<file path="config.mk">
export PLATFORM = sky130hd
export DESIGN_NAME = mem_access_unit
export DESIGN_NICKNAME = d
export VERILOG_FILES = /design/src/rtl/mem_access_unit.sv
export SDC_FILE = /design/constraint.sdc
export NUM_CORES = 1
export LEC_CHECK = 0
export CAP_MARGIN = 20
export CORE_UTILIZATION = 40
export DETAILED_ROUTE_END_ITERATION = 10
export PLACE_DENSITY = 0.81
export SLEW_MARGIN = 15
export SYNTH_ARGS = -nofsm -noshare
export SYNTH_HDL_FRONTEND = slang
export SYNTH_SLANG_ARGS = --single-unit
</file>
<file path="constraint.sdc">
create_clock -name clk -period 2.5 [get_ports clk]
set_input_delay 0.375 -clock clk [delete_from_list [all_inputs] [get_ports clk]]
set_output_delay 0.375 -clock clk [all_outputs]
set_load 0.01 [all_outputs]
</file>
<file path="src/rtl/mem_access_unit.sv">
// -----------------------------------------------------------------------------
// mem_access_unit
//
// Purpose:
//   MAR/MDR front end for a simple CPU datapath. It runs one memory cycle at a
//   time through an IDLE -> ACCESS -> DONE handshake with an external memory
//   (mem_req/mem_ack). A wait counter bounds each access: if no ack arrives in
//   TIMEOUT cycles, the access ends anyway and the sticky err flag is set.
//
// Configuration:
//   MMIO_EN (macro) - when defined, the addresses KBSR 0xFE00, KBDR 0xFE02,
//   DSR 0xFE04 and DDR 0xFE06 are serviced inside this block and never reach
//   the external bus. When undefined, every address goes external, the kbd_* and
//   disp_ready inputs are unused, and disp_valid/disp_data are held at zero.
//
// Parameters:
//   WIDTH   - data width of bus, MDR and memory data (default 16)
//   AW      - address width; MAR holds bus_in[AW-1:0] (default 16, AW <= WIDTH)
//   TIMEOUT - cycles to wait for mem_ack, 1..255 (default 15)
//
// Ports:
//   clk, reset          - rising-edge clock, synchronous active-high reset
//   ld_mar, ld_mdr      - load MAR / MDR from bus_in (ignored during ACCESS)
//   mio_en, r_w         - start a memory cycle at MAR; r_w 0 = read, 1 = write
//   bus_in              - global bus value
//   mar_out, mdr_out    - current MAR and MDR
//   ready               - one-cycle pulse when an access completes
//   err                 - sticky timeout flag
//   mem_req/we/addr/wdata, mem_rdata, mem_ack - external memory handshake
//   kbd_valid, kbd_data - keyboard character source (MMIO_EN only)
//   disp_ready          - display can take a character (MMIO_EN only)
//   disp_valid, disp_data - one-cycle display write strobe and data (MMIO_EN only)
// -----------------------------------------------------------------------------
module mem_access_unit #(
  parameter int WIDTH   = 16,
  parameter int AW      = 16,
  parameter int TIMEOUT = 15
) (
  input  logic             clk,
  input  logic             reset,
  input  logic             ld_mar,
  input  logic             ld_mdr,
  input  logic             mio_en,
  input  logic             r_w,
  input  logic [WIDTH-1:0] bus_in,
  output logic [AW-1:0]    mar_out,
  output logic [WIDTH-1:0] mdr_out,
  output logic             ready,
  output logic             err,
  output logic             mem_req,
  output logic             mem_we,
  output logic [AW-1:0]    mem_addr,
  output logic [WIDTH-1:0] mem_wdata,
  input  logic [WIDTH-1:0] mem_rdata,
  input  logic             mem_ack,
  input  logic             kbd_valid,
  input  logic [7:0]       kbd_data,
  input  logic             disp_ready,
  output logic             disp_valid,
  output logic [7:0]       disp_data
);

  typedef enum logic [1:0] {
    IDLE   = 2'd0,
    ACCESS = 2'd1,
    DONE   = 2'd2
  } state_t;

  localparam logic [AW-1:0] MAR_RESET    = AW'(16'h3000);
  // Counter value seen during the last permitted ACCESS cycle.
  localparam logic [7:0]    TIMEOUT_LAST = 8'(TIMEOUT - 1);

  state_t           state, state_nxt;
  logic [AW-1:0]    mar;
  logic [WIDTH-1:0] mdr;
  logic             rw_q;       // r_w captured when the cycle starts
  logic [7:0]       wait_cnt;
  logic             err_q;

  // MMIO decode results, defined by whichever configuration is built.
  logic             is_mmio;    // MAR points at an internal register
  logic [WIDTH-1:0] mmio_rdata; // value an internal read returns

  logic in_access;
  logic start;
  logic timeout_hit;
  logic ext_ack;
  logic ext_timeout;

  assign in_access   = (state == ACCESS);
  assign start       = (state == IDLE) && mio_en;
  assign timeout_hit = (wait_cnt >= TIMEOUT_LAST);
  // External ack/timeout only matter for accesses that actually went external.
  assign ext_ack     = in_access && !is_mmio && mem_ack;
  assign ext_timeout = in_access && !is_mmio && !mem_ack && timeout_hit;

  // ---------------------------------------------------------------------------
  // Next-state and handshake outputs
  // ---------------------------------------------------------------------------
  always_comb begin
    // NOTE: every output of this block gets a default first, so no path
    // through the case statement can leave one unassigned and infer a latch.
    state_nxt = state;
    ready     = 1'b0;
    mem_req   = 1'b0;
    mem_we    = 1'b0;
    unique case (state)
      IDLE: begin
        if (mio_en) state_nxt = ACCESS;
      end
      ACCESS: begin
        mem_req = !is_mmio;
        mem_we  = rw_q && !is_mmio;
        // Internal registers answer immediately; external accesses end on the
        // first ack, or give up once the wait budget is spent.
        if (is_mmio || mem_ack || timeout_hit) state_nxt = DONE;
      end
      DONE: begin
        ready     = 1'b1;
        state_nxt = IDLE;
      end
      default: state_nxt = IDLE;
    endcase
  end

  // ---------------------------------------------------------------------------
  // State, MAR, MDR, wait counter, error flag
  // ---------------------------------------------------------------------------
  always_ff @(posedge clk) begin
    // NOTE: state registers use non-blocking assignments so every flop samples
    // the values from before this edge, independent of statement order.
    if (reset) begin
      state    <= IDLE;
      mar      <= MAR_RESET;
      mdr      <= '0;
      rw_q     <= 1'b0;
      wait_cnt <= '0;
      err_q    <= 1'b0;
    end else begin
      state <= state_nxt;

      // A new cycle captures its direction and restarts the wait budget. err
      // clears here; a cycle that later times out sets it again.
      if (start) begin
        rw_q     <= r_w;
        wait_cnt <= '0;
        err_q    <= 1'b0;
      end else if (in_access && wait_cnt != 8'hFF) begin
        wait_cnt <= wait_cnt + 8'd1;
      end

      if (ext_timeout) err_q <= 1'b1;

      // MAR is frozen for the whole ACCESS state so mem_addr stays stable.
      if (ld_mar && !in_access) mar <= bus_in[AW-1:0];

      // Read completion owns MDR during ACCESS; bus loads are blocked there and
      // whenever mio_en is asserted alongside ld_mdr.
      if (in_access) begin
        if (!rw_q) begin
          if (is_mmio)          mdr <= mmio_rdata;
          else if (mem_ack)     mdr <= mem_rdata;
          else if (timeout_hit) mdr <= '1;
        end
      end else if (ld_mdr && !mio_en) begin
        mdr <= bus_in;
      end
    end
  end

  assign mar_out   = mar;
  assign mdr_out   = mdr;
  assign mem_addr  = mar;
  assign mem_wdata = mdr;
  assign err       = err_q;

`ifdef MMIO_EN
  // ---------------------------------------------------------------------------
  // Memory-mapped keyboard and display registers
  // ---------------------------------------------------------------------------
  localparam logic [AW-1:0] KBSR_ADDR = AW'(16'hFE00);
  localparam logic [AW-1:0] KBDR_ADDR = AW'(16'hFE02);
  localparam logic [AW-1:0] DSR_ADDR  = AW'(16'hFE04);
  localparam logic [AW-1:0] DDR_ADDR  = AW'(16'hFE06);

  logic       kbsr_ready;   // KBSR bit 15: a keyboard character is waiting
  logic       disp_valid_q;
  logic [7:0] disp_data_q;
  logic       mmio_fire;    // the single ACCESS cycle of an internal access

  assign is_mmio   = (mar == KBSR_ADDR) || (mar == KBDR_ADDR) ||
                     (mar == DSR_ADDR)  || (mar == DDR_ADDR);
  assign mmio_fire = in_access && is_mmio;

  // Reads of DDR (write-only) return zero.
  always_comb begin
    mmio_rdata = '0;
    if (mar == KBSR_ADDR)     mmio_rdata = {kbsr_ready, {(WIDTH-1){1'b0}}};
    else if (mar == KBDR_ADDR) mmio_rdata = WIDTH'(kbd_data);
    else if (mar == DSR_ADDR)  mmio_rdata = {disp_ready, {(WIDTH-1){1'b0}}};
  end

  always_ff @(posedge clk) begin
    if (reset) begin
      kbsr_ready   <= 1'b0;
      disp_valid_q <= 1'b0;
      disp_data_q  <= '0;
    end else begin
      // Reading KBDR consumes the character; a new kbd_valid on the same edge
      // wins so that character is not lost.
      if (mmio_fire && !rw_q && mar == KBDR_ADDR) kbsr_ready <= 1'b0;
      if (kbd_valid)                              kbsr_ready <= 1'b1;

      disp_valid_q <= mmio_fire && rw_q && (mar == DDR_ADDR);
      if (mmio_fire && rw_q && mar == DDR_ADDR) disp_data_q <= mdr[7:0];
    end
  end

  assign disp_valid = disp_valid_q;
  assign disp_data  = disp_data_q;
`else
  // Every address is external; the I/O pins are inert.
  logic unused_mmio_inputs;
  assign unused_mmio_inputs = ^{kbd_valid, kbd_data, disp_ready};

  assign is_mmio    = 1'b0;
  assign mmio_rdata = '0;
  assign disp_valid = 1'b0;
  assign disp_data  = '0;
`endif

endmodule

</file>
=== Yosys cells after proc, flatten, opt, wreduce, memory -nomap -nowiden ===
Cells that the tools add are included.

* Eq/ne operators: 7
* Add/subtract/negate cells: 1
* Multiplexer cells: 13
* Order comparisons: 1
* Reductions and logical operators: 16

{| class="wikitable"
|+ Operators with widths
! kind !! count
|-
| 2-to-1 mux 16 bit || 5
|-
| adder 8 x 1 -> 8 bit, second input constant || 1
|-
| greater-or-equal comparator 8 x 4 -> 1 bit, second input constant || 1
|-
| inequality test 8 bit, second input constant || 1
|-
| logical AND 1 bit || 6
|-
| 2-to-1 mux 1 bit || 5
|-
| 2-to-1 mux 2 bit || 2
|-
| inequality test 2 bit, second input constant || 2
|-
| one-hot mux 2 bit (2 select lines) || 1
|-
| nonzero test 2 bit || 2
|-
| logical NOT 1 bit || 3
|-
| inequality test 3 x 2 -> 1 bit, second input constant || 1
|-
| AND reduction 3 bit || 1
|-
| == test 2 x 1 -> 1 bit, second input constant || 1
|-
| == test 2 bit, second input constant || 1
|-
| logical NOT 2 bit || 1
|-
| inequality test 2 x 1 -> 1 bit, second input constant || 1
|-
| AND reduction 2 bit || 1
|-
| OR reduction 2 bit || 1
|-
| logical OR 1 bit || 1
|}

* Input bits: 49
* Flip-flop bits (word level): 44
* Output and inout port bits: 77
* Word-level logic and storage cells: 44

=== Logic depth before layout (Yosys ltp) ===
* Depth after elaboration: 5
* Depth in mapped cells: 8
* Depth with buffers taken out: 6

=== Worst setup path after synthesis ===
No wires, ideal clock.

* Path kind: register to register
* Start: register wait_cnt[4]
* End: register mdr[0], in the netlist mdr_out[0]
* Library setup time: 142 ps
* Data arrival time: 1676 ps
* Stages on the path, launching flop included: 6
* Buffers on the path: 1
* Setup slack: 682 ps
* Clock period less this slack: 1818 ps
* Data required time: 2358 ps
* Cells stage by stage: dfxtp_1 or4_4 o311ai_4 buf_2 a221o_1 a21oi_2

* Word-level cells in the longest chain between the ends: 3

{| class="wikitable"
|+ RTL lines
! item !! RTL line !! source
|-
| from (decl) || 77 || <nowiki>logic [7:0] wait_cnt;</nowiki>
|-
| from (signal assigned) || 149 || <nowiki>wait_cnt <= wait_cnt + 8'd1;</nowiki>
|-
| greater-or-equal comparator 8 x 4 -> 1 bit || 92 || <nowiki>assign timeout_hit = (wait_cnt >= TIMEOUT_LAST);</nowiki>
|-
| inequality test 3 x 2 -> 1 bit (no source line) || -- ||
|-
| AND reduction 3 bit (no source line) || -- ||
|-
| to (signal assigned) || 161 || <nowiki>if (is_mmio) mdr <= mmio_rdata;</nowiki>
|-
| to (signal assigned) || 162 || <nowiki>else if (mem_ack) mdr <= mem_rdata;</nowiki>
|-
| to (signal assigned) || 166 || <nowiki>mdr <= bus_in;</nowiki>
|-
| to (decl) || 75 || <nowiki>logic [WIDTH-1:0] mdr;</nowiki>
|}

No other way between the ends.
A chain may end at the register's enable or synchronous reset.

=== Worst setup path in the final report ===
* Start: register state[0]
* End: output mem_we

* Word-level cells in the longest chain between the ends: 2

{| class="wikitable"
|+ RTL lines
! item !! RTL line !! source
|-
| from (decl) || 73 || <nowiki>state_t state, state_nxt;</nowiki>
|-
| from (signal assigned) || 140 || <nowiki>state <= state_nxt;</nowiki>
|-
| == test 2 x 1 -> 1 bit || 107 || <nowiki>unique case (state)</nowiki>
|-
| 2-to-1 mux 1 bit || 107 ||
|-
| to (decl) || 51 || <nowiki>output logic mem_we,</nowiki>
|}

No other way between the ends.

==> flow_summary.ini <==
[route]
drtIter0Drc = 75
first_pass_iters = 4
num_vias = 2251
wl_per_cell_um = 14.0
drt-total-wl_um = 6130
drc = 0
drtAntennaViolNets = 0
viasPerCell = 5.13

[worst_setup_path]
arrival_ns = 1.65
worst-endpoint-required_ns = 2.12
critPathCaptureType = primary output
path_max_fanout = 10
critPathLaunchType = register
reg2reg_depth = 5
crit_type = register to primary output

[synthesis]
ys.flop_type = dfxtp_1
yosys-top-cells-area = dfxtp_1 36%, buf_4 13%, a221o_1 6.5%
synth-seq-cells = 44
yosysTopAreaCellShare_pct = 35.8
synth_most_common_cell = dfxtp_1
yosysUniqueCellTypes = 39
synthTopCellsByCount = 44 x dfxtp_1, 41 x buf_4, 38 x nand2_1, 27 x nor2_1, 22 x a21oi_1
seq_area_frac_synth_pct = 35.8
synth_edf_count = 0
yosysWarnings = 0
syn_area_mm2 = 0.00246
synthArstFlopShare_pct = 0
syn_inst = 296
syn_avg_cell_area_um2 = 8.31
synth_top_area_cell = dfxtp_1

[clocking]
cts_root_buffer = clkbuf_8
postCtsHoldBufs = 0
clock_latency_ns = 0.30
post_cts_buffers = 0
clockBufferDepth = 2
cts_buffers = 5
cts_resized = 0
clk_pin_slew_ns = 0.09
htreeDepth = 2
clock_sinks = 44
tritoncts = yes

[layout]
multi_input_area_mm2 = 0.00118
num-nets-final = 414
syn_to_final_growth_pct = 38.6
layout-drive-gt1-share_pct = 11.0
fillers = 537
seq_area_um2 = 881
num_antenna_cells = 0
fin_area_mm2 = 0.00341

[die]
io_pins = 126
die_w_um = 80.4
die_h_um = 80.4
core_area_mm2 = 0.00592
num_rows = 28
start_util_pct = 41.6
die_area_mm2 = 0.00647

[worst_hold_path]
hold-path-cell-count = 2
hold_class = register to register

[global_route]
grt_max_degree = 33
grt-ovfl-total = 0
antenna_found_initial = 0
grt_pass1_vias = 1969
grt_pass1_wl_um = 9340
grt_util_all_layers_pct = 18.7

[sta]
hold_violations = 0
slew_headroom_pct = 60.8
drv_slew = 0
setup_tns_ns = 0
skew_ns = 0.00931
period_share_pct = 81.0
worst_slew_pin_slew_ns = 0.588
rsz0062_at_grt = false
fmax_mhz = 494
setup_violations = 0
setup_slack_ns = 0.476
whs_ns = 0.474
final.min_clock_period_ns = 2.02

[flow_run]
maxCapViolCount = 0

[power]
p_per_area_mw_per_mm2 = 505
finalPower_w = 0.00172
vdd_ir_drop_max_mv = 0.286
leakage_nw = 1.20

[placed_design]
dp_worst_setup_slack_ns = 0.548
io_buffers = 106
gp_congestion = 0.854
place_hpwl_um = 4440
place_area_mm2 = 0.00331

[run_status]
status = finished, final reports clean
==> state kept, by name, summed over array words and instances (netlist names) <==
signal,flops
wait_cnt,8
mar_out,16
rw_q,1
err,1
mdr_out,16
state,2
==> path summary, 6_finish.rpt <==
kind	startpoint	endpoint	slack (ns)
worst min register to register	mar_out[11]$_SDFFE_PP0P_	mar_out[11]$_SDFFE_PP0P_	0.47
worst max-delay path	state[0]$_SDFFE_PP0P_	mem_we	0.48
worst min-delay path	mar_out[11]$_SDFFE_PP0P_	mar_out[11]$_SDFFE_PP0P_	0.47
worst max register to register	wait_cnt[4]$_SDFFE_PP0P_	mdr_out[4]$_SDFFE_PP0P_	0.51
==> cells by family after synthesis <==
kind of cell | share of synthesized area [%]
adders and majority gates | 1.02
muxes | 0.813
xor gates and xnor gates | 1.07
AOI/OAI and AO/OA | 19.2
buffers and inverters | 17.5
and+or+nand+nor | 24.5
DFF | 35.8
other | 0.152
==> cell type report <==
| cell class | count | share of cell area (%) |
|---|---|---|
| multi-input cells | 192 | 34.6 |
| repair buffers | 115 | 33.5 |
| flip-flops and latches | 44 | 25.8 |
| well taps | 75 | 2.75 |
| clock buffers | 6 | 2.42 |
| inverters | 5 | 0.550 |
| clock inverters | 2 | 0.440 |
==> layout by cell type (no fill, tap or decap), drive strengths merged <==
cell,instances
or4,1
clkbuf,6
a221o,16
nor3,4
o311ai,1
xnor2,3
nor2,27
nand3b,3
nor2b,17
o211a,1
and2,1
and4,1
buf,9
o21ai,1
inv,4
dfxtp,44
a211oi,3
nand3,17
nand2,38
nor4,2
ha,2
clkinvlp,2
clkdlybuf4s50,106
nand4b,1
clkinv,1
a41oi,2
a21oi,32
nand2b,2
mux2i,2
or2,1
nor3b,1
o41ai,1
conb,9
a2111oi,2
a31oi,1
==> report_power, final <==
group / internal (W) / switching, W
Combinational: 0.000254 / 0.000204
Sequential: 0.000743 / 0.0000373
Clock: 0.000224 / 0.000259
Total: 0.00122 / 0.000500
==> per-stage QoR <==
stage / instances / utilization (%)
detailed placement: 431 / 56.0
CTS: 439 / 57.6
global route: 439 / 57.6
global placement: 431 / 56.0
floorplan: 304 / -
finish: 439 / 57.6
==> worst max-delay path, cell delays in order (launching register included) <==
cell and delay, ns:
dfxtp_1 0.44, nand2b_1 0.11, buf_4 0.18, nor2_1 0.09, clkdlybuf4s50_1 0.54
==> routing by layer <==
| metal | vias up | track usage (%) | wire length, um |
|---|---|---|---|
| li1 | 1098 | - | - |
| met1 | 1042 | 23.5 | 2650 |
| met2 | 102 | 31.4 | 2960 |
| met3 | 9 | 4.77 | 443 |
| met4 | 0 | 5.00 | 76 |
| met5 | - | 0 | 0 |
(Power assumes the default switching activity.)
